### src/rtl/router_reg_if.sv
// router_reg_if: byte datapath, FSM strobes and status between the router FSM/source and router_reg.
interface router_reg_if #(parameter int DW = 8);
  logic [DW-1:0] data_in;
  logic [DW-1:0] dout;
  logic pkt_valid;
  logic fifo_full;
  logic rst_int_reg;
  logic detect_add;
  logic ld_state;
  logic laf_state;
  logic full_state;
  logic lfd_state;
  logic parity_done;
  logic low_pkt_valid;
  logic err;
  modport master (
    output data_in, pkt_valid, fifo_full, rst_int_reg, detect_add,
           ld_state, laf_state, full_state, lfd_state,
    input  dout, parity_done, low_pkt_valid, err
  );
  modport slave (
    input  data_in, pkt_valid, fifo_full, rst_int_reg, detect_add,
           ld_state, laf_state, full_state, lfd_state,
    output dout, parity_done, low_pkt_valid, err
  );
endinterface

### src/rtl/router_reg.sv
// router_reg: header latch, byte staging to fifo, full-byte parking and XOR parity check.
module router_reg #(parameter int DW = 8) (
  input logic   clk,
  input logic   reset,
  router_reg_if.slave bus
);
  logic [DW-1:0] hdr_byte, full_byte, int_par, pkt_par;
  logic chk, lfd, ld, laf;
  // one-hot strobes resolved by priority detect_add > lfd > ld > laf
  assign lfd = bus.lfd_state & !bus.detect_add;
  assign ld  = bus.ld_state & !bus.detect_add & !bus.lfd_state;
  assign laf = bus.laf_state & !bus.detect_add & !bus.lfd_state & !bus.ld_state;
  always_ff @(posedge clk) begin
    if (reset) begin
      bus.dout          <= '0;
      hdr_byte          <= '0;
      full_byte         <= '0;
      int_par           <= '0;
      pkt_par           <= '0;
      bus.parity_done   <= 1'b0;
      bus.low_pkt_valid <= 1'b0;
      bus.err           <= 1'b0;
      chk               <= 1'b0;
    end else begin
      if (bus.detect_add && bus.pkt_valid && bus.data_in[1:0] != 2'b11)
        hdr_byte <= bus.data_in;
      if (lfd)
        bus.dout <= hdr_byte;
      else if (ld && !bus.fifo_full)
        bus.dout <= bus.data_in;
      else if (ld)
        full_byte <= bus.data_in;
      else if (laf)
        bus.dout <= full_byte;
      // a parked payload byte is folded into parity when it is finally released
      if (bus.detect_add)
        int_par <= '0;
      else if (lfd)
        int_par <= int_par ^ hdr_byte;
      else if (ld && bus.pkt_valid && !bus.full_state && !bus.fifo_full)
        int_par <= int_par ^ bus.data_in;
      else if (laf && !bus.low_pkt_valid)
        int_par <= int_par ^ full_byte;
      if (bus.rst_int_reg)
        bus.low_pkt_valid <= 1'b0;
      else if (ld && !bus.pkt_valid)
        bus.low_pkt_valid <= 1'b1;
      if (bus.detect_add) begin
        bus.parity_done <= 1'b0;
      end else if (ld && !bus.pkt_valid && !bus.fifo_full) begin
        bus.parity_done <= 1'b1;
        pkt_par         <= bus.data_in;
      end else if (laf && bus.low_pkt_valid && !bus.parity_done) begin
        bus.parity_done <= 1'b1;
        pkt_par         <= full_byte;
      end
      if (bus.detect_add) begin
        bus.err <= 1'b0;
        chk     <= 1'b0;
      end else if (bus.parity_done && !chk) begin
        bus.err <= (int_par != pkt_par);
        chk     <= 1'b1;
      end
    end
  end
endmodule

### src/flat_wrapper.sv
// flat-port wrapper written by rule: the top's interface ports become plain ports
module router_reg_flat 
#(parameter int DW = 8)
  (clk, reset, bus_data_in, bus_pkt_valid, bus_fifo_full, bus_rst_int_reg, bus_detect_add, bus_ld_state, bus_laf_state, bus_full_state, bus_lfd_state, bus_dout, bus_parity_done, bus_low_pkt_valid, bus_err);
  router_reg_if #(.DW(DW)) bus_i ();
  input logic clk;
  input logic reset;
  input wire logic [$bits(bus_i.data_in)-1:0] bus_data_in;
  input wire logic [$bits(bus_i.pkt_valid)-1:0] bus_pkt_valid;
  input wire logic [$bits(bus_i.fifo_full)-1:0] bus_fifo_full;
  input wire logic [$bits(bus_i.rst_int_reg)-1:0] bus_rst_int_reg;
  input wire logic [$bits(bus_i.detect_add)-1:0] bus_detect_add;
  input wire logic [$bits(bus_i.ld_state)-1:0] bus_ld_state;
  input wire logic [$bits(bus_i.laf_state)-1:0] bus_laf_state;
  input wire logic [$bits(bus_i.full_state)-1:0] bus_full_state;
  input wire logic [$bits(bus_i.lfd_state)-1:0] bus_lfd_state;
  output wire logic [$bits(bus_i.dout)-1:0] bus_dout;
  output wire logic [$bits(bus_i.parity_done)-1:0] bus_parity_done;
  output wire logic [$bits(bus_i.low_pkt_valid)-1:0] bus_low_pkt_valid;
  output wire logic [$bits(bus_i.err)-1:0] bus_err;
  assign bus_i.data_in = bus_data_in;
  assign bus_i.pkt_valid = bus_pkt_valid;
  assign bus_i.fifo_full = bus_fifo_full;
  assign bus_i.rst_int_reg = bus_rst_int_reg;
  assign bus_i.detect_add = bus_detect_add;
  assign bus_i.ld_state = bus_ld_state;
  assign bus_i.laf_state = bus_laf_state;
  assign bus_i.full_state = bus_full_state;
  assign bus_i.lfd_state = bus_lfd_state;
  assign bus_dout = bus_i.dout;
  assign bus_parity_done = bus_i.parity_done;
  assign bus_low_pkt_valid = bus_i.low_pkt_valid;
  assign bus_err = bus_i.err;
  router_reg #(.DW(DW)) u_core (.clk(clk), .reset(reset), .bus(bus_i));
endmodule
### config.mk
export PLATFORM = sky130hd
export DESIGN_NAME = router_reg_flat
export DESIGN_NICKNAME = d
export VERILOG_FILES = /design/src/rtl/router_reg_if.sv /design/src/rtl/router_reg.sv /design/src/flat_wrapper.sv
export SDC_FILE = /design/constraint.sdc
export NUM_CORES = 1
export LEC_CHECK = 0
export ABC_AREA = 1
export CAP_MARGIN = 40
export CORE_MARGIN = 1
export CORE_UTILIZATION = 49
export DETAILED_ROUTE_END_ITERATION = 6
export PLACE_DENSITY = 0.75
export RECOVER_POWER = 25
export REMOVE_ABC_BUFFERS = 1
export SYNTH_ARGS = -nofsm -noshare
export SYNTH_HDL_FRONTEND = slang
export SYNTH_SLANG_ARGS = --single-unit
### constraint.sdc
create_clock -name clk -period 1.1 [get_ports clk]
set_input_delay 0.165 -clock clk [delete_from_list [all_inputs] [get_ports clk]]
set_output_delay 0.165 -clock clk [all_outputs]
set_load 0.005 [all_outputs]
After elaboration in Yosys (flattened, before gate mapping)
Cells that the tools add are included.
{"block": "totals", "regBits": 44, "output_inout_bits": 11, "word_cells": 64, "in_bits": 18}
{"block": "op_classes", "mux": 11, "eq_ne": 3, "n_bitwise": 12, "n_reduce_logical": 29}
{"cell": "$mux 8", "count": 9}
{"cell": "$xor 8x8->8", "count": 3}
{"cell": "$logic_and 1x1->1", "count": 12}
{"cell": "$logic_not 1->1", "count": 9}
{"cell": "$ne 8x8->1", "count": 1}
{"cell": "$and 1x1->1", "count": 6}
{"cell": "$reduce_bool 3->1", "count": 2}
{"cell": "$reduce_and 2->1", "count": 2}
{"cell": "$reduce_or 2->1", "count": 2}
{"cell": "$ne 3x2->1 const B", "count": 1}
{"cell": "$not 1->1", "count": 3}
{"cell": "$reduce_and 3->1", "count": 1}
{"cell": "$mux 1", "count": 2}
{"cell": "$ne 2x2->1 const B", "count": 1}
{"cell": "$reduce_bool 2->1", "count": 1}

Depth between registers and ports, before layout
Gate-level depths: netlist of the first run.
{"block": "logic_depth", "ltp_word": 8, "depth_mapped": 11, "depth_no_buf": 10}

Worst setup path before layout of the first run
OpenSTA, ideal clock, no wires.
{"block": "synth_timing", "path_type": "input to register", "startpoint": "input bus_detect_add", "endpoint": "register u_core.pkt_par[5]", "path_buffers": 1, "slack_ns": -0.091, "setup_ns": 0.119, "t_arrival_ns": 1.071, "stages": 9, "t_required_ns": 0.981, "cell_sequence": "clkinv_2 nand2_2 nor3_4 nand2_4 buf_6 nand2_1 o21ai_1 o21ai_1 a21oi_1"}
{"block": "synth_via", "elab_chain_len": 8, "elab_cells_between_ends": 14, "classes_between": "1 x mux; 6 x bitwise; 7 x reduce/logical"}
{"item": "from (decl)", "line_no": "flat_wrapper.sv:12", "rtl": "input wire logic [$bits(bus_i.detect_add)-1:0] bus_detect_add;"}
{"item": "$logic_not 1->1", "line_no": "router_reg.sv:11, router_reg.sv:12"}
{"item": "$and 1x1->1 (3 in a row)", "line_no": "router_reg.sv:12", "rtl": "assign laf = bus.laf_state & !bus.detect_add & !bus.lfd_state & !bus.ld_state;"}
{"item": "$logic_and 1x1->1 (2 in a row)", "line_no": "router_reg.sv:53", "rtl": "end else if (laf && bus.low_pkt_valid && !bus.parity_done) begin"}
{"item": "$reduce_bool 2->1 (no line)"}
{"item": "$reduce_and 2->1 (no line)"}
{"item": "to (signal assigned)", "line_no": "router_reg.sv:52", "rtl": "pkt_par <= bus.data_in;"}
{"item": "to (signal assigned)", "line_no": "router_reg.sv:55", "rtl": "pkt_par <= full_byte;"}
{"item": "to (decl)", "line_no": "router_reg.sv:7", "rtl": "logic [DW-1:0] hdr_byte, full_byte, int_par, pkt_par;"}
Parallel ways exist; a longest one is shown, timed or not.
A chain may end at the register's enable or synchronous reset.

Final worst setup path of the first run
{"block": "layout_timing", "startpoint": "input bus_data_in[0]", "endpoint": "register u_core.int_par[0]"}
{"block": "layout_via", "elab_chain_len": 3}
{"item": "from (decl)", "line_no": "flat_wrapper.sv:8", "rtl": "input wire logic [$bits(bus_i.data_in)-1:0] bus_data_in;"}
{"item": "$xor 8x8->8", "line_no": "router_reg.sv:41", "rtl": "int_par <= int_par ^ bus.data_in;"}
{"item": "$mux 8", "line_no": "router_reg.sv:40", "rtl": "else if (ld && bus.pkt_valid && !bus.full_state && !bus.fifo_full)"}
{"item": "$mux 8", "line_no": "router_reg.sv:38", "rtl": "else if (lfd)"}
{"item": "to (signal assigned)", "line_no": "router_reg.sv:39", "rtl": "int_par <= int_par ^ hdr_byte;"}
{"item": "to (signal assigned)", "line_no": "router_reg.sv:41"}
{"item": "to (signal assigned)", "line_no": "router_reg.sv:43", "rtl": "int_par <= int_par ^ full_byte;"}
{"item": "to (decl)", "line_no": "router_reg.sv:7"}
No other way between the ends.

==> results_tabular.tex, run 1 <==
\begin{tabular}{lr}
\hline
Metric & Value \\
\hline
\multicolumn{2}{l}{\textbf{Worst setup path}} \\
Endpoint class of the critical path & flop \\
Reg2reg setup slack & -0.02 ns \\
Critical Path Start Type & input pin \\
Worst reg-to-reg path cell count & 6 \\
Required time at the endpoint of the critical path & around 1.4 ns \\
Critical-path maximum fanout & 3 \\
Startpoint of the lowest-slack register-to-register path & u\_core.bus.low\_pkt\_valid \\
Arrival time at the worst endpoint & 1.41 ns \\
Worst setup path category & in2reg \\
Critical register-to-register path endpoint & u\_core.pkt\_par[3] \\
\multicolumn{2}{l}{\textbf{Finish}} \\
Antenna cell count & 0 \\
Area growth syn-to-layout & 44.7\% \\
Summed area of non-filler cells in the final layout & 3230 sq um \\
Final cell count without fillers & 447 \\
Post-layout util & about 74\% \\
Layout filler cell count & between 300 and 400 \\
Number of nets at the end of the flow & 412 \\
Layout cell share with drive strength beyond 1 & 27.8\% \\
Leading cell type in the layout, fill and taps excluded & sky130\_fd\_sc\_hd\_\_nand2\_1 \\
Most frequent cells in the layout & sky130\_fd\_sc\_hd\_\_nand2\_1 (47), sky130\_fd\_sc\_hd\_\_inv\_1 (41), sky130\_fd\_sc\_hd\_\_dfxtp\_1 (38) \\
\multicolumn{2}{l}{\textbf{Route}} \\
Post-detailed-route wirelength per cell & 15.0 um \\
DRC errors left & 0 \\
Number of nets still failing antenna checks after routing & 0 \\
Detailed-routing iteration count for the pre-antenna-repair pass & 5 \\
Total wirelength of the detailed-routed design & 6690 um \\
Vias per cell & approximately 5.5 \\
Iter 0 DRT Violations & 211 \\
Total via count in the routed design & 2,465 \\
\multicolumn{2}{l}{\textbf{STA}} \\
Max transition margin & between 70\% and 80\% \\
Minimum setup slack in the final design & -0.0549 ns \\
Final max-slew violation count & 0 \\
Fmax & 0.866 GHz \\
Setup TNS Final & -0.136 ns \\
Post-route fraction of the period consumed by the critical path & 105\% \\
Number of hold violations in the final report & 0 \\
RSZ-0062 raised after global routing & yes \\
Least-Margin Pin Slew & between 0.3 and 0.4 ns \\
Skew final & 0.0150 ns \\
Final setup violation count & 6 \\
Min Tclk post-route & 1.15 ns \\
\multicolumn{2}{l}{\textbf{Global route}} \\
Via count of the first global-routing pass & 2,373 \\
Overflow left after global routing & 0 \\
Antenna violations before repair & 0 \\
Global-route wire length before repair & 10,600 um \\
Tot GR Track Use & between 20\% and 30\% \\
Maximum number of pins on one net before global-route repair & 25 \\
\multicolumn{2}{l}{\textbf{CTS}} \\
Number of buffers inserted during clock tree synthesis & 5 \\
Number of hold buffers added after CTS & 0 \\
Root Buffer & sky130\_fd\_sc\_hd\_\_clkbuf\_8 \\
CTS tree & yes \\
Worst-Skew Late Latency & 0.31 ns \\
Number of levels the H-tree was split into & 2 \\
\# clock sinks & 44 \\
Register clock-pin slew on the reported worst setup and hold paths & 0.09 ns \\
Deepest clock path buffer count & 2 \\
\multicolumn{2}{l}{\textbf{Placed design}} \\
Cells after DPL & 430 \\
Input/output buffers & 28 \\
HPWL after detailed placement & 4190 um \\
Last weighted congestion value of the routability-driven placer & 0.870 \\
Post-DP Area & 2840 sq um \\
\multicolumn{2}{l}{\textbf{Logic synthesis}} \\
Share of the synthesized netlist area taken by xor and xnor gates & under 10\% \\
Cells after Synth & 325 \\
Largest family of logic cells by synthesized area & simple AND/OR/NAND/NOR gates \\
Arithmetic-cell share of the synthesized area counting full adders, half adders and majority gates & 0\% \\
Synth unique cells & 31 \\
Sequential cell area fraction in the yosys report & 39.4\% \\
Post-synthesis instance area & between 2000 and 2500 sq um \\
Per-instance average area after synthesis & 6.87 sq um \\
Yosys warnings & 0 \\
Multiplexer area fraction after synthesis & 0\% \\
Compound-cell area share of the yosys netlist & roughly 22\% \\
Yosys reg bits & between 40 and 50 \\
Share of synthesized cell area in and, or, nand and nor gates & 25.6\% \\
\multicolumn{2}{l}{\textbf{Hold path}} \\
Endpoint of the worst hold-timing path & u\_core.hdr\_byte[1] \\
Worst hold-check path type & in2reg \\
Hold Path Origin & bus\_data\_in[1] \\
Hold depth & 4 \\
\multicolumn{2}{l}{\textbf{Floorplan}} \\
Floorplan die height & between 60 and 70 um \\
Placement row count & 24 \\
Initial Util & between 50\% and 60\% \\
Boundary Pins & 29 \\
Width of the die & 69.5 um \\
DIE AREA & 4830 sq um \\
Core area & $\sim$4400 sq um \\
\multicolumn{2}{l}{\textbf{Power and ir drop}} \\
Static leakage power & 0.00149 uW \\
Total power & 3610 uW \\
Peak ir drop on the vdd network & 0.000620 V \\
Pwr Density & 1120 nW/um\^{}2 \\
\multicolumn{2}{l}{\textbf{Run}} \\
Number of max-cap violations & 0 \\
\multicolumn{2}{l}{\textbf{Run status}} \\
Violations in the final reports & negative setup slack \\
Outcome & finished with violations \\
\hline
\end{tabular}
==> worst max-delay path by stage <==
stage,cells after the start,start,endpoint,slack (ns)
2_1_floorplan,7,bus_detect_add,u_core.bus.dout[0],-0.31
3_3_place_gp,7,bus_lfd_state,u_core.bus.dout[0],-0.71
3_5_place_dp,7,bus_lfd_state,u_core.bus.dout[3],-0.78
4_1_cts,9,bus_pkt_valid,u_core.int_par[6],-0.03
5_1_grt,9,bus_data_in[0],u_core.int_par[0],-0.09
6_report,9,bus_data_in[0],u_core.int_par[0],-0.05
==> synth_stat cells, drive strengths merged <==
| cell type | count | area (sq um) |
|---|---|---|
| buf | 8 | 60.1 |
| o21ai | 53 | 265 |
| or2 | 2 | 12.5 |
| nor3 | 4 | 47.5 |
| nand2 | 58 | 233 |
| nand4 | 1 | 6.26 |
| xnor2 | 2 | 17.5 |
| clkbuf | 5 | 18.8 |
| xor2 | 1 | 8.76 |
| a31oi | 5 | 31.3 |
| a41oi | 1 | 8.76 |
| inv | 48 | 180 |
| o211a | 1 | 10.0 |
| nor2 | 22 | 92.6 |
| nand3 | 35 | 180 |
| dfxtp | 44 | 881 |
| o211ai | 1 | 7.51 |
| a211oi | 1 | 7.51 |
| a21oi | 32 | 160 |
| clkinv | 1 | 5.00 |
==> layer usage <==
metal / part of all wire [%] / track usage, % / vias to the layer above
met5: 0 / 0 / -
met4: 4.4 / 15.6 / 0
met3: 5.4 / 5.52 / 34
met2: 49 / 47.8 / 100
met1: 41 / 32.8 / 1123
li1: - / - / 1208
==> final cells by class <==
class / instances / area (sq um) / share of cell area, %
Tap cell: 52 / 65.1 / 2.01
Inverter: 49 / 191 / 5.92
Timing Repair Buffer: 75 / 724 / 22.4
Clock inverter: 2 / 35.0 / 1.08
Multi-Input combinational cell: 219 / 1250 / 38.8
Sequential cell: 44 / 888 / 27.5
Clock buffer: 6 / 72.6 / 2.25
==> where the power goes <==
part,switching (uW),internal [uW],total (uW)
combinational,356,313,669
sequential,36.1,1660,1690
clock,567,675,1240
total,960,2650,3610
==> sequential cells by signal, indices dropped and copies added, names as in the netlist <==
name	cells
u_core.pkt_par	8
u_core.full_byte	8
u_core.int_par	8
u_core.hdr_byte	8
u_core.bus.dout	8
u_core.chk	1
u_core.bus.low_pkt_valid	1
u_core.bus.parity_done	1
u_core.bus.err	1
==> critical path, stage by stage <==
cell and delay (ns):
sky130_fd_sc_hd__clkdlybuf4s50_1 0.44, sky130_fd_sc_hd__buf_4 0.16, sky130_fd_sc_hd__inv_1 0.06, sky130_fd_sc_hd__nand4_1 0.09
sky130_fd_sc_hd__nand3_1 0.14, sky130_fd_sc_hd__nand2_2 0.10, sky130_fd_sc_hd__nand2_4 0.08, sky130_fd_sc_hd__nand2_2 0.05
sky130_fd_sc_hd__a21oi_2 0.12
==> timing repair <==
action / in CTS / in global routing
cloned: 3 / 1
setup buffers: 6 / 0
gates resized for setup: 57 / 49
endpoints found under the setup margin: 45 / 30
pin swaps: 12 / 22
==> cell families after synthesis <==
| kind of cell | after synthesis |
|---|---|
| buffers and inverters | 62 |
| AND/OR/NAND/NOR | 122 |
| AO/OA/AOI/OAI | 94 |
| XOR/XNOR | 3 |
| flip-flops | 44 |
==> stage by stage <==
| step | hold slack (ns) | setup slack, ns |
|---|---|---|
| floorplan | 0.238 | -0.315 |
| global route | 0.368 | -0.0894 |
| finish | 0.328 | -0.0549 |
| CTS | 0.409 | -0.0333 |
| global placement | 0.450 | -0.715 |
| detailed placement | 0.461 | -0.776 |
Note: power is estimated with default switching activity, not from simulation.
==> run 2, diff against run 1 <==
SETUP_SLACK_MARGIN = 0.3   (was not set)
SLEW_MARGIN = 20   (was not set)
==> results_tabular.tex, run 2 (synthesized netlist as in run 1, its figures left out) <==
\begin{tabular}{lr}
\hline
Metric & Value \\
\hline
\multicolumn{2}{l}{\textbf{STA}} \\
Setup TNS Final & -0.660 ns (-0.524 ns) \\
Max transition margin & 76.5\% (-1.7 points) \\
Final max-slew violation count & 0 (unchanged) \\
Min Tclk post-route & 1.19 ns (+0.0395 ns) \\
Minimum hold slack & 0.236 ns (-0.0921 ns) \\
Post-route fraction of the period consumed by the critical path & 109\% (+3.6 points) \\
Number of hold violations in the final report & 0 (unchanged) \\
Least-Margin Pin Slew & 0.352 ns (+0.0269 ns) \\
Final setup violation count & 16 (+10) \\
RSZ-0062 raised after global routing & yes \\
Fmax & 0.837 GHz (-3.3\%) \\
Minimum setup slack in the final design & -0.0943 ns (-0.0395 ns) \\
Skew final & 0.0174 ns (+0.00245 ns) \\
\multicolumn{2}{l}{\textbf{Floorplan}} \\
Initial Util & 51.3\% (unchanged) \\
Core area & 4350 sq um (unchanged) \\
DIE AREA & 4830 sq um (unchanged) \\
Boundary Pins & 29 (unchanged) \\
Placement row count & 24 (unchanged) \\
Floorplan die height & 69.5 um (unchanged) \\
Width of the die & 69.5 um (unchanged) \\
\multicolumn{2}{l}{\textbf{Worst setup path}} \\
Critical-path maximum fanout & 8 (+5) \\
Critical Path Start Type & flop \\
Endpoint class of the critical path & flop \\
Arrival time at the worst endpoint & 1.45 ns (+0.04 ns) \\
Worst setup path category & reg2reg \\
Required time at the endpoint of the critical path & 1.36 ns (about the same) \\
\multicolumn{2}{l}{\textbf{CTS}} \\
Root Buffer & sky130\_fd\_sc\_hd\_\_clkbuf\_8 \\
Worst-Skew Late Latency & 0.32 ns (about the same) \\
Register clock-pin slew on the reported worst setup and hold paths & 0.10 ns (about the same) \\
Number of buffers inserted during clock tree synthesis & 5 (unchanged) \\
CTS tree & yes \\
\# clock sinks & 44 (unchanged) \\
Deepest clock path buffer count & 2 (unchanged) \\
Number of levels the H-tree was split into & 2 (unchanged) \\
\multicolumn{2}{l}{\textbf{Placed design}} \\
Setup Slack @ Placement & -0.776 ns (unchanged) \\
Cells after DPL & 430 (unchanged) \\
Input/output buffers & 28 (unchanged) \\
HPWL after detailed placement & 4190 um (unchanged) \\
Last weighted congestion value of the routability-driven placer & 0.870 (unchanged) \\
\multicolumn{2}{l}{\textbf{Finish}} \\
Post-layout util & 85.4\% (+11 points) \\
Area growth syn-to-layout & 66.5\% \\
Most frequent cells in the layout & sky130\_fd\_sc\_hd\_\_nand2\_1 (41), sky130\_fd\_sc\_hd\_\_inv\_1 (36), sky130\_fd\_sc\_hd\_\_buf\_4 (33) \\
Number of nets at the end of the flow & 423 (+2.7\%) \\
Leading cell type in the layout, fill and taps excluded & sky130\_fd\_sc\_hd\_\_nand2\_1 \\
Antenna cell count & 0 (unchanged) \\
Final cell count without fillers & 458 (+2.5\%) \\
Layout cell share with drive strength beyond 1 & 50.0\% (+22 points) \\
Layout filler cell count & 204 (-37\%) \\
\multicolumn{2}{l}{\textbf{Global route}} \\
Overflow left after global routing & 0 (unchanged) \\
Antenna violations before repair & 0 (unchanged) \\
Maximum number of pins on one net before global-route repair & 25 (unchanged) \\
Global-route wire length before repair & 11,800 um (+11\%) \\
Tot GR Track Use & 31.7\% (+3.6 points) \\
Via count of the first global-routing pass & 2,463 (+3.8\%) \\
\multicolumn{2}{l}{\textbf{Power and ir drop}} \\
Peak ir drop on the vdd network & 0.000738 V (+19\%) \\
Pwr Density & 1040 nW/um\^{}2 (-6.5\%) \\
Static leakage power & 0.00164 uW (+10\%) \\
\multicolumn{2}{l}{\textbf{Route}} \\
Total wirelength of the detailed-routed design & 9750 um (+46\%) \\
Total via count in the routed design & 2,880 (+17\%) \\
DRC errors left & 0 (unchanged) \\
Detailed-routing iteration count for the pre-antenna-repair pass & 5 (unchanged) \\
Number of nets still failing antenna checks after routing & 0 (unchanged) \\
Post-detailed-route wirelength per cell & 21.3 um (+42\%) \\
Iter 0 DRT Violations & 301 (+43\%) \\
Vias per cell & 6.29 (+14\%) \\
\multicolumn{2}{l}{\textbf{Run}} \\
Number of max-cap violations & 0 (unchanged) \\
\multicolumn{2}{l}{\textbf{Run status}} \\
Violations in the final reports & negative setup slack \\
Outcome & finished with violations \\
\multicolumn{2}{l}{\textbf{Hold path}} \\
Worst hold-check path type & in2reg \\
\hline
\end{tabular}
## run 2: changes by cell type in the layout (fill, tap and decap cells not counted), sizes merged
cell | previous run | this run
clkbuf | 9 | 10
dlygate4sd3 | 1 | 0
dlymetal6s2s | 1 | 2
buf | 49 | 70
clkdlybuf4s50 | 8 | 4
clkdlybuf4s15 | 2 | 0
dlygate4sd2 | 11 | 6
## run 2: final cells by class
type	instances	area [sq um]	area share [%]
repair buffers	86	857	23.0
flip-flops and latches	44	907	24.4
inverters	49	209	5.62
clock inverters	2	35.0	0.942
well taps	52	65.1	1.75
multi-input cells	219	1570	42.3
clock buffers	6	72.6	1.95
## run 2: where the power goes
part	internal, uW	switching, uW	leakage, uW
Sequential	1660	51.0	0.000367
Combinational	379	496	0.00122
Clock	675	616	0.0000552
Total	2720	1160	0.00164
## run 2: worst paths after layout
path | start | cells after the start | slack (ns) | to
min reg2reg | u_core.int_par[2] | 2 | 0.46 | u_core.int_par[2]
max reg2reg | u_core.bus.low_pkt_valid | 8 | -0.09 | u_core.int_par[0]
max | u_core.bus.low_pkt_valid | 8 | -0.09 | u_core.int_par[0]
min | bus_data_in[7] | 3 | 0.24 | u_core.full_byte[7]
## run 2: per-layer routing
layer	track usage [%]	vias up	wire length (um)
met5	0	-	0
met4	15.4	0	806
met3	6.98	85	908
met2	53.7	230	4640
met1	37.7	1334	3390
li1	-	1231	-
## run 2: per-stage QoR
| stage | instance area, sq um | power, uW |
|---|---|---|
| after CTS | 3300 | 3640 |
| after floorplan | 2150 | 1970 |
| after detailed placement | 2840 | 2300 |
| final | 3720 | 3880 |
| after global routing | 3720 | 3960 |
| after global placement | 2840 | 2280 |
## run 2: critical path, stage by stage (launching register included)
cell and delay, ns:
sky130_fd_sc_hd__dfxtp_2 0.35, sky130_fd_sc_hd__buf_6 0.12, sky130_fd_sc_hd__inv_4 0.04, sky130_fd_sc_hd__nand2_4 0.06
sky130_fd_sc_hd__nand3_4 0.10, sky130_fd_sc_hd__buf_12 0.18, sky130_fd_sc_hd__nand2_2 0.08, sky130_fd_sc_hd__nand2_2 0.07
sky130_fd_sc_hd__a21oi_2 0.14
## run 2: repair_timing
action | 4_1_cts | 5_1_grt
hold buffers | 0 | 0
endpoints found under the setup margin | 55 | 53
gates cloned | 4 | 1
setup buffers | 7 | 8
resized for setup | 175 | 99
pin swaps | 31 | 25
==> run 3, diff against run 2 <==
CORE_UTILIZATION = 51   (was 49)
CTS_BUF_LIST = sky130_fd_sc_hd__clkbuf_2   (was not set)
PLACE_DENSITY = 0.78   (was 0.75)
==> results_tabular.tex, run 3 (synthesized netlist as in run 1, its figures left out) <==
\begin{tabular}{lr}
\hline
Metric & Value \\
\hline
\multicolumn{2}{l}{\textbf{Floorplan}} \\
Core area & 4120 sq um (-5.5\%) \\
DIE AREA & 4650 sq um (-3.8\%) \\
Width of the die & 68.2 um (-1.9\%) \\
Boundary Pins & 29 (unchanged) \\
Placement row count & 23 (-4.2\%) \\
Floorplan die height & 68.2 um (-1.9\%) \\
Initial Util & 54.3\% (+3.0 points) \\
\multicolumn{2}{l}{\textbf{Global route}} \\
Overflow left after global routing & 0 (unchanged) \\
Tot GR Track Use & 32.3\% (+0.58 points) \\
Met3 track utilization from global routing & 6.83\% (-0.14 points) \\
Via count of the first global-routing pass & 2,405 (-2.4\%) \\
Global-route wire length before repair & 10,900 um (-8.2\%) \\
Met2 Usage GRT & 55.8\% (+2.0 points) \\
Most utilized layer in the global route result & met2 \\
Maximum number of pins on one net before global-route repair & 25 (unchanged) \\
GRT met1 Usage & 37.2\% (-0.55 points) \\
Antenna violations before repair & 0 (unchanged) \\
\multicolumn{2}{l}{\textbf{Worst setup path}} \\
Worst setup path category & reg2reg \\
Arrival time at the worst endpoint & 1.58 ns (+0.13 ns) \\
Worst stage delay on the critical path & 0.38 ns (+0.03 ns) \\
Required time at the endpoint of the critical path & 1.47 ns (+0.11 ns) \\
Ordered list of cells on the worst path & buf\_6 > inv\_4 > nand3\_2 > nand2\_4 > buf\_12 > o21ai\_1 > a31oi\_1 \\
Critical-path maximum fanout & 6 (-2) \\
Endpoint class of the critical path & flop \\
Worst path bufs/invs & 3 (unchanged) \\
Critical Path Start Type & flop \\
Kind of cell with the highest combined delay on the critical path & flip-flops \\
Crit-path slowest cell & sky130\_fd\_sc\_hd\_\_dfxtp\_2 \\
\multicolumn{2}{l}{\textbf{CTS}} \\
Root Buffer & sky130\_fd\_sc\_hd\_\_clkbuf\_2 \\
\# clock sinks & 44 (unchanged) \\
CTS tree & yes \\
Worst-Skew Late Latency & 0.44 ns (+0.12 ns) \\
Number of hold buffers added after CTS & 0 (unchanged) \\
Number of buffers inserted during clock tree synthesis & 5 (unchanged) \\
Number of levels the H-tree was split into & 2 (unchanged) \\
Register clock-pin slew on the reported worst setup and hold paths & 0.24 ns (+0.14 ns) \\
Deepest clock path buffer count & 2 (unchanged) \\
\multicolumn{2}{l}{\textbf{STA}} \\
Max transition margin & 70.7\% (-5.8 points) \\
Skew final & 0.0163 ns (-0.00118 ns) \\
Minimum hold slack & 0.258 ns (+0.0217 ns) \\
Final max-slew violation count & 0 (unchanged) \\
Fmax & 0.826 GHz (-1.4\%) \\
Number of hold violations in the final report & 0 (unchanged) \\
Minimum setup slack in the final design & -0.111 ns (-0.0164 ns) \\
Min Tclk post-route & 1.21 ns (+0.0164 ns) \\
RSZ-0062 raised after global routing & yes \\
Least-Margin Pin Slew & 0.438 ns (+0.0851 ns) \\
Final setup violation count & 17 (+1) \\
Post-route fraction of the period consumed by the critical path & 110\% (+1.5 points) \\
\multicolumn{2}{l}{\textbf{Hold path}} \\
Worst hold-check path type & in2reg \\
\multicolumn{2}{l}{\textbf{Finish}} \\
Final cell count without fillers & 451 (-1.5\%) \\
Area used by multi-input combinational logic & 1340 sq um (-15\%) \\
Layout filler cell count & 241 (+18\%) \\
Summed area of non-filler cells in the final layout & 3390 sq um (-8.9\%) \\
FF/Latch Area & 912 sq um (+0.55\%) \\
Layout cell share with drive strength beyond 1 & 43.4\% (-6.6 points) \\
Leading cell type in the layout, fill and taps excluded & sky130\_fd\_sc\_hd\_\_nand2\_1 \\
Most frequent cells in the layout & sky130\_fd\_sc\_hd\_\_nand2\_1 (44), sky130\_fd\_sc\_hd\_\_buf\_4 (36), sky130\_fd\_sc\_hd\_\_inv\_1 (31) \\
Antenna cell count & 0 (unchanged) \\
Area growth syn-to-layout & 51.7\% \\
Number of nets at the end of the flow & 418 (-1.2\%) \\
\multicolumn{2}{l}{\textbf{Power and ir drop}} \\
Pwr Density & 1010 nW/um\^{}2 (-3.1\%) \\
Static leakage power & 0.00154 uW (-6.2\%) \\
Peak ir drop on the vdd network & 0.000762 V (+3.2\%) \\
\multicolumn{2}{l}{\textbf{Run status}} \\
Violations in the final reports & negative setup slack \\
Outcome & finished with violations \\
\multicolumn{2}{l}{\textbf{Route}} \\
Detailed-routing iteration count for the pre-antenna-repair pass & 5 (unchanged) \\
Iter 0 DRT Violations & 312 (+3.7\%) \\
Total wirelength of the detailed-routed design & 8270 um (-15\%) \\
Total via count in the routed design & 2,729 (-5.2\%) \\
Number of nets still failing antenna checks after routing & 0 (unchanged) \\
Post-detailed-route wirelength per cell & 18.3 um (-14\%) \\
DRC errors left & 0 (unchanged) \\
Vias per cell & 6.05 (-3.8\%) \\
\multicolumn{2}{l}{\textbf{Placed design}} \\
Last weighted congestion value of the routability-driven placer & 0.858 (-1.4\%) \\
Cells after DPL & 421 (-2.1\%) \\
Input/output buffers & 28 (unchanged) \\
Post-DP Area & 2790 sq um (-1.5\%) \\
HPWL after detailed placement & 4210 um (+0.28\%) \\
Setup Slack @ Placement & -0.782 ns (-0.00640 ns) \\
\multicolumn{2}{l}{\textbf{Run}} \\
Number of max-cap violations & 0 (unchanged) \\
\hline
\end{tabular}
## run 3: cell count changes in the layout (fill, tap and decap cells not counted), moves of 5 or more
| cell | delta |
|---|---|
| sky130_fd_sc_hd__dfxtp_1 | -6 |
| sky130_fd_sc_hd__inv_2 | +5 |
| sky130_fd_sc_hd__buf_6 | -6 |
| sky130_fd_sc_hd__o21ai_1 | +11 |
| sky130_fd_sc_hd__o21ai_4 | -5 |
| sky130_fd_sc_hd__a21oi_2 | -12 |
| sky130_fd_sc_hd__a21oi_1 | +12 |
| sky130_fd_sc_hd__o21ai_0 | +8 |
| sky130_fd_sc_hd__inv_1 | -5 |
| sky130_fd_sc_hd__dfxtp_2 | +7 |
| sky130_fd_sc_hd__o21ai_2 | -14 |
| sky130_fd_sc_hd__clkbuf_8 | -5 |
## run 3: layout make-up
| type | instances | share of cell area [%] |
|---|---|---|
| Clock inverter | 2 | 1.03 |
| Inverter | 49 | 5.87 |
| Timing Repair Buffer | 81 | 23.8 |
| Tap cell | 50 | 1.85 |
| Clock buffer | 6 | 0.886 |
| Multi-Input combinational cell | 219 | 39.6 |
| Sequential cell | 44 | 26.9 |
## run 3: through the flow
step	util, %	TNS (ns)	total power (uW)
final	82.3	-1.13	3420
after global routing	82.3	-2.08	3550
after CTS	76.6	-0.0461	3300
after detailed placement	67.9	-24.62	2290
after floorplan	-	-5.07	1970
after global placement	67.9	-23.06	2270
## run 3: report_power, final
group	switching [uW]	leakage, uW	total, uW	internal (uW)
Clock	567	0.0000430	957	390
Sequential	43.7	0.000369	1710	1670
Combinational	401	0.00113	754	353
Total	1010	0.00154	3420	2410
## run 3: per-layer routing
| metal | vias up | wire length (um) |
|---|---|---|
| met5 | - | 0 |
| met4 | 0 | 506 |
| met3 | 57 | 701 |
| met2 | 172 | 3910 |
| met1 | 1276 | 3160 |
| li1 | 1224 | - |
## run 3: final timing paths
path                          start                       end  slack, ns  cells after the start
max          u_core.bus.parity_done         u_core.pkt_par[4]      -0.11                      7
min                 bus_rst_int_reg  u_core.bus.low_pkt_valid       0.26                      2
max reg2reg  u_core.bus.parity_done         u_core.pkt_par[4]      -0.11                      7
min reg2reg     u_core.full_byte[4]       u_core.full_byte[4]       0.48                      2
## run 3: timing repair
item,4_1_cts,5_1_grt
setup buffers,15,3
resized for setup,157,42
pin swaps,21,19
endpoints found under the setup margin,54,46
endpoints found under the hold margin,0,0
gates cloned,3,1
==> RTL edit 1, RTL diff (flow settings as in run 1) <==
`DW` is set to 8 in 3 places; all go to 10.
--- a/src/rtl/router_reg_if.sv
+++ b/src/rtl/router_reg_if.sv
@@ -1,5 +1,5 @@
 // router_reg_if: byte datapath, FSM strobes and status between the router FSM/source and router_reg.
-interface router_reg_if #(parameter int DW = 8);
+interface router_reg_if #(parameter int DW = 10);
   logic [DW-1:0] data_in;
   logic [DW-1:0] dout;
   logic pkt_valid;
--- a/src/rtl/router_reg.sv
+++ b/src/rtl/router_reg.sv
@@ -1,5 +1,5 @@
 // router_reg: header latch, byte staging to fifo, full-byte parking and XOR parity check.
-module router_reg #(parameter int DW = 8) (
+module router_reg #(parameter int DW = 10) (
   input logic   clk,
   input logic   reset,
   router_reg_if.slave bus
--- a/src/flat_wrapper.sv
+++ b/src/flat_wrapper.sv
@@ -1,6 +1,6 @@
 // flat-port wrapper written by rule: the top's interface ports become plain ports
 module router_reg_flat 
-#(parameter int DW = 8)
+#(parameter int DW = 10)
   (clk, reset, bus_data_in, bus_pkt_valid, bus_fifo_full, bus_rst_int_reg, bus_detect_add, bus_ld_state, bus_laf_state, bus_full_state, bus_lfd_state, bus_dout, bus_parity_done, bus_low_pkt_valid, bus_err);
   router_reg_if #(.DW(DW)) bus_i ();
   input logic clk;
Interface: changed (resized bus_data_in and bus_dout); port bits go from 29 to 33. No check against the original RTL was run, so the function may have changed too.
==> RTL edit 1 against run 1 <==
The flow still finishes with violations (setup timing). Cell count is 25% higher. Wire length grew 29%. Sequential cell count is 10 higher. Power is 14% higher. Worst setup slack got worse by 42 ps. Final area up 24%. Die area increased by 23%. Synthesized area up 24%. Combinational power increased by 25%. Clock skew decreased by 3.6 ps. Sequential power is 24% higher.
==> RTL edit 1: results <==
group,metric,value,unit
status,status,"finished, violations left",
status,violations,"setup timing",
critical_path,worstPathArrival,1420,ps
sta,setup_slack,-97.20,ps
route,wl_per_cell,15.42,um
sta,tightest_slew,299.1,ps
place,hpwl,5253,um
global_routing,grt_pass1_vias,3134,
synth,synth_cell_types,28,
clock_network,path_clk_slew,110,ps
hold_path,hold_class,"in -> reg",
global_routing,grt_pass1_wl,14230,um
synth,yosys_warnings,0,
global_routing,grt_max_degree,30,
critical_path,cp_max_fo,4,
synth,async_flop_share,0,
cells_and_area,num_antenna_cells,0,
cells_and_area,fillers,392,
critical_path,crit_slowest_cell,"dfxtp_2",
sta,setup_tns,-1101,ps
global_routing,antenna_found_initial,0,
sta,skew,11.36,ps
power_and_ir_drop,ir_drop,726.2,uV
power_and_ir_drop,leakagePower,1.780,nW
route,viasPerCell,5.394,
synth,yosys-top-cells-count,"75 x nand2_1, 65 x inv_1, 54 x dfxtp_1",
clock_network,clk-insertion-delay-late,320,ps
critical_path,cpPeakStageDelay,350,ps
critical_path,critical_path.top_delay_family,"buffers and inverters",
clock_network,cts_buffer_depth,2,
synth,synthFlopType,"dfxtp_1",
clock_network,cts_root_buf,"clkbuf_8",
route,drtIter0Drc,227,
clock_network,cts_buffers,5,
synth,synth-seq-area-share,0.3918,
place,place_congestion,0.9708,
cells_and_area,nNetsFinal,507,
clock_network,htree_levels,2,
place,placed_area,0.003437,mm2
synth,netlist.area_leader.share,0.3918,
global_routing,track_usage,0.3040,
synth,yosys-top-cells-area,"dfxtp_1 39%, nand2_1 10%, inv_1 8.8%, o21ai_0 8.3%, a21oi_1 7.8%",
cells_and_area,drive_gt1_frac,0.3033,
cells_and_area,postLayoutCoreUtil,0.7588,
place,io_buffers,32,
route,drtPass1Iterations,4,
sta,setup_viol,21,
==> RTL edit 1: cell count changes after synthesis, sizes merged, moves of 2 or more <==
cell / before / now
clkbuf: 5 / 10
a21oi: 32 / 44
dfxtp: 44 / 54
nand4: 1 / 3
buf: 8 / 12
xor2: 1 / 3
inv: 48 / 67
nand2: 58 / 78
o21ai: 53 / 67
==> RTL edit 1: power by group <==
part / switching [W] / internal, W
clock network: 0.000705 / 0.000462
registers: 0.0000491 / 0.00204
logic: 0.000451 / 0.000385
total: 0.00121 / 0.00289
==> RTL edit 1: per-stage QoR <==
step                std cells  total power (W)  setup WS (ps)
global route              558         0.004292         -137.7
global placement          532         0.002792         -676.1
finish                    558         0.004095         -97.20
floorplan                 389         0.002421          -1061
CTS                       558         0.004085         -78.80
detailed placement        532         0.002805         -690.4
==> RTL edit 1: kinds of logic (layout without fill, tap and decap cells) <==
kind of cell	Yosys count	count (layout)	share of synthesized area
and+or+nand+nor	143	143	0.2345
AOI/OAI and AO/OA	120	120	0.2240
buffers and inverters	89	166	0.1338
DFF	54	54	0.3918
xor gates and xnor gates	5	5	0.01588
==> RTL edit 1: area by class of cell <==
cell class | instances | share of cell area
clock buffer | 5 | 0.01721
clock inverter | 3 | 0.005632
inverter | 67 | 0.06539
multi-input combinational | 268 | 0.3895
sequential | 54 | 0.2744
tap | 70 | 0.02190
timing repair buffer | 91 | 0.2259
==> RTL edit 1: final timing paths <==
| kind | startpoint | endpoint | slack (ps) | cells past startpoint |
|---|---|---|---|---|
| setup / recovery | u_core.bus.low_pkt_valid$_SDFFE_PP0N_ | u_core.int_par[5]$_SDFFE_PP0P_ | -100 | 8 |
| hold reg to reg | u_core.hdr_byte[2]$_SDFFE_PP0P_ | u_core.hdr_byte[2]$_SDFFE_PP0P_ | 450 | 2 |
| setup reg to reg | u_core.bus.low_pkt_valid$_SDFFE_PP0N_ | u_core.int_par[5]$_SDFFE_PP0P_ | -100 | 8 |
| hold / removal | bus_data_in[0] | u_core.full_byte[0]$_SDFFE_PP0P_ | 280 | 4 |
==> RTL edit 1: worst register-to-register path: stages (launching register included) <==
cell and delay (ps):
dfxtp_2 350, buf_6 100, inv_4 30, nand2_4 50, nand3_4 90, buf_6 160
buf_16 130, a21oi_2 120, nor2_1 60
==> RTL edit 1: what timing repair did <==
| item | CTS | global route |
|---|---|---|
| gates resized for setup | 113 | 46 |
| endpoints found under the setup margin | 64 | 57 |
| pin swaps | 30 | 12 |
| cloned | 5 | 0 |
| setup buffers | 13 | 2 |
==> RTL edit 1: routing by layer <==
metal,up-vias,global-route usage,routed length (um)
met3,33,0.06190,513
met4,0,0.1472,349
met5,-,0,0
met1,1360,0.3382,3406
li1,1496,-,-
met2,121,0.5482,4333
==> RTL edit 2, RTL diff (settings of run 1) <==
Without the edit above. Make the reset (`reset`) asynchronous in one clocked block.
--- a/src/rtl/router_reg.sv
+++ b/src/rtl/router_reg.sv
@@ -10,7 +10,7 @@
   assign lfd = bus.lfd_state & !bus.detect_add;
   assign ld  = bus.ld_state & !bus.detect_add & !bus.lfd_state;
   assign laf = bus.laf_state & !bus.detect_add & !bus.lfd_state & !bus.ld_state;
-  always_ff @(posedge clk) begin
+  always_ff @(posedge clk or posedge reset) begin
     if (reset) begin
       bus.dout          <= '0;
       hdr_byte          <= '0;
Function: differs if reset is asserted again (counterexample within 4 cycles, from zero or initial values and one cycle with reset high); with reset held inactive, the same outputs for 4 cycles.
==> RTL edit 2 against run 1 <==
The flow finishes with violations (DRC, setup timing). First-iteration DRC count rose by 39%. Wire length rose by 13%. Hold slack got worse by 78 ps. Synthesized area up 3.2%. Sequential cell count did not move. Worst setup slack lost 220 ps. Final area is 5.2% higher. Maximum frequency fell by 16%. Critical endpoint is now u_core.pkt_par[4]$_DFFE_PP0P_.
Power is not compared: it rests on default switching activity, and its combinational part moved more than twofold at a synthesized area within 25%.
==> RTL edit 2: results <==
group,metric,value,unit
status,status,"finished, violations left",
status,violations,"DRC, setup timing",
critical_path,worstReg2RegEnd,"u_core.pkt_par[4]$_DFFE_PP0P_",
global_routing,grt_pass1_wl,11120,um
synth,yosys-top-cells-count,"73 x nand2_1, 44 x dfrtp_1, 24 x o21ai_0",
route,viasPerCell,5.971,
global_routing,met3_usage,0.05556,
global_routing,grt.met2_usage,0.4552,
cells_and_area,nNetsFinal,386,
synth,synth-seq-area-share,0.4777,
global_routing,grt_pass1_vias,2361,
sta,tightest_slew,611.1,ps
critical_path,critical_path.top_delay_family,"compound AO/OA/AOI/OAI gates",
sta,skew,3.835,ps
critical_path,crit_path_start,"u_core.bus.low_pkt_valid$_DFFE_PP0P_",
hold_path,hp-start,"bus_detect_add",
cells_and_area,drive_gt1_frac,0.3451,
synth,async_flop_share,1.000,
critical_path,r2r_cells,4,
critical_path,cpPeakStageDelay,380,ps
route,met1_length,2947,um
route,wl_per_cell,17.95,um
route,drtPass1Iterations,7,
sta,setup_slack,-279.9,ps
hold_path,min_to,"u_core.bus.parity_done$_DFFE_PP0P_",
global_routing,grt_max_degree,45,
synth,synth_cell_types,25,
route,route.met3.wl,618,um
sta,setup_tns,-2880,ps
route,drtIter0Drc,293,
place,hpwl,4202,um
global_routing,grtUsageMet1,0.3812,
critical_path,cp_max_fo,8,
route,route.detailed.drc,2,
sta,setup_viol,19,
synth,yosys-top-cells-area,"dfrtp_1 48%, nand2_1 12%, o21ai_0 5.2%, nand3_1 3.5%, a21oi_1 3.3%",
place,place_congestion,0.8251,
RTL edit 2: changes by cell type in the layout (fill, tap and decap cells not counted), moves of 6 or more:
cell	before	now
a21oi_1	23	6
buf_4	32	44
clkdlybuf4s15_1	2	9
dfrtp_1	0	44
dfxtp_1	38	0
dfxtp_2	6	0
dlygate4sd2_1	11	3
inv_1	41	15
nand2_1	47	64
nand3_1	27	8
nand4_1	1	10
o21ai_1	24	13
xnor2_1	2	8
RTL edit 2: what timing repair did:
item,in CTS,in global routing
gates resized for setup,63,47
gates cloned,3,2
endpoints found under the hold margin,0,0
buffers inserted,11,4
setup endpoints to repair,44,41
pin swaps,16,26
RTL edit 2: through the flow:
stage	area, um2	std cells	power [W]	setup WS [ps]	hold slack, ps
CTS	3229	415	0.004500	-222.8	212.2
floorplan	2236	274	0.002800	-411.2	228.1
detailed placement	2919	394	0.003355	-675.6	474.2
global placement	2919	394	0.003305	-664.6	467.5
finish	3400	420	0.004729	-279.9	250.0
global route	3400	420	0.004944	-338.0	258.8
RTL edit 2: layout make-up:
| type | count | area, um2 |
|---|---|---|
| fill | 276 | 1045 |
| timing repair buffer | 84 | 787.0 |
| tap | 52 | 65.06 |
| clock buffer | 7 | 96.34 |
| multi-input combinational | 206 | 1230 |
| sequential | 44 | 1101 |
| inverter | 26 | 112.6 |
| timing repair inverter | 1 | 7.507 |
RTL edit 2: cells by family after synthesis:
| group | after synthesis | synth area share |
|---|---|---|
| AOI/OAI and AO/OA | 67 | 0.1645 |
| xor gates and xnor gates | 8 | 0.03040 |
| buffers and inverters | 37 | 0.07220 |
| DFF | 44 | 0.4777 |
| and+or+nand+nor | 129 | 0.2552 |
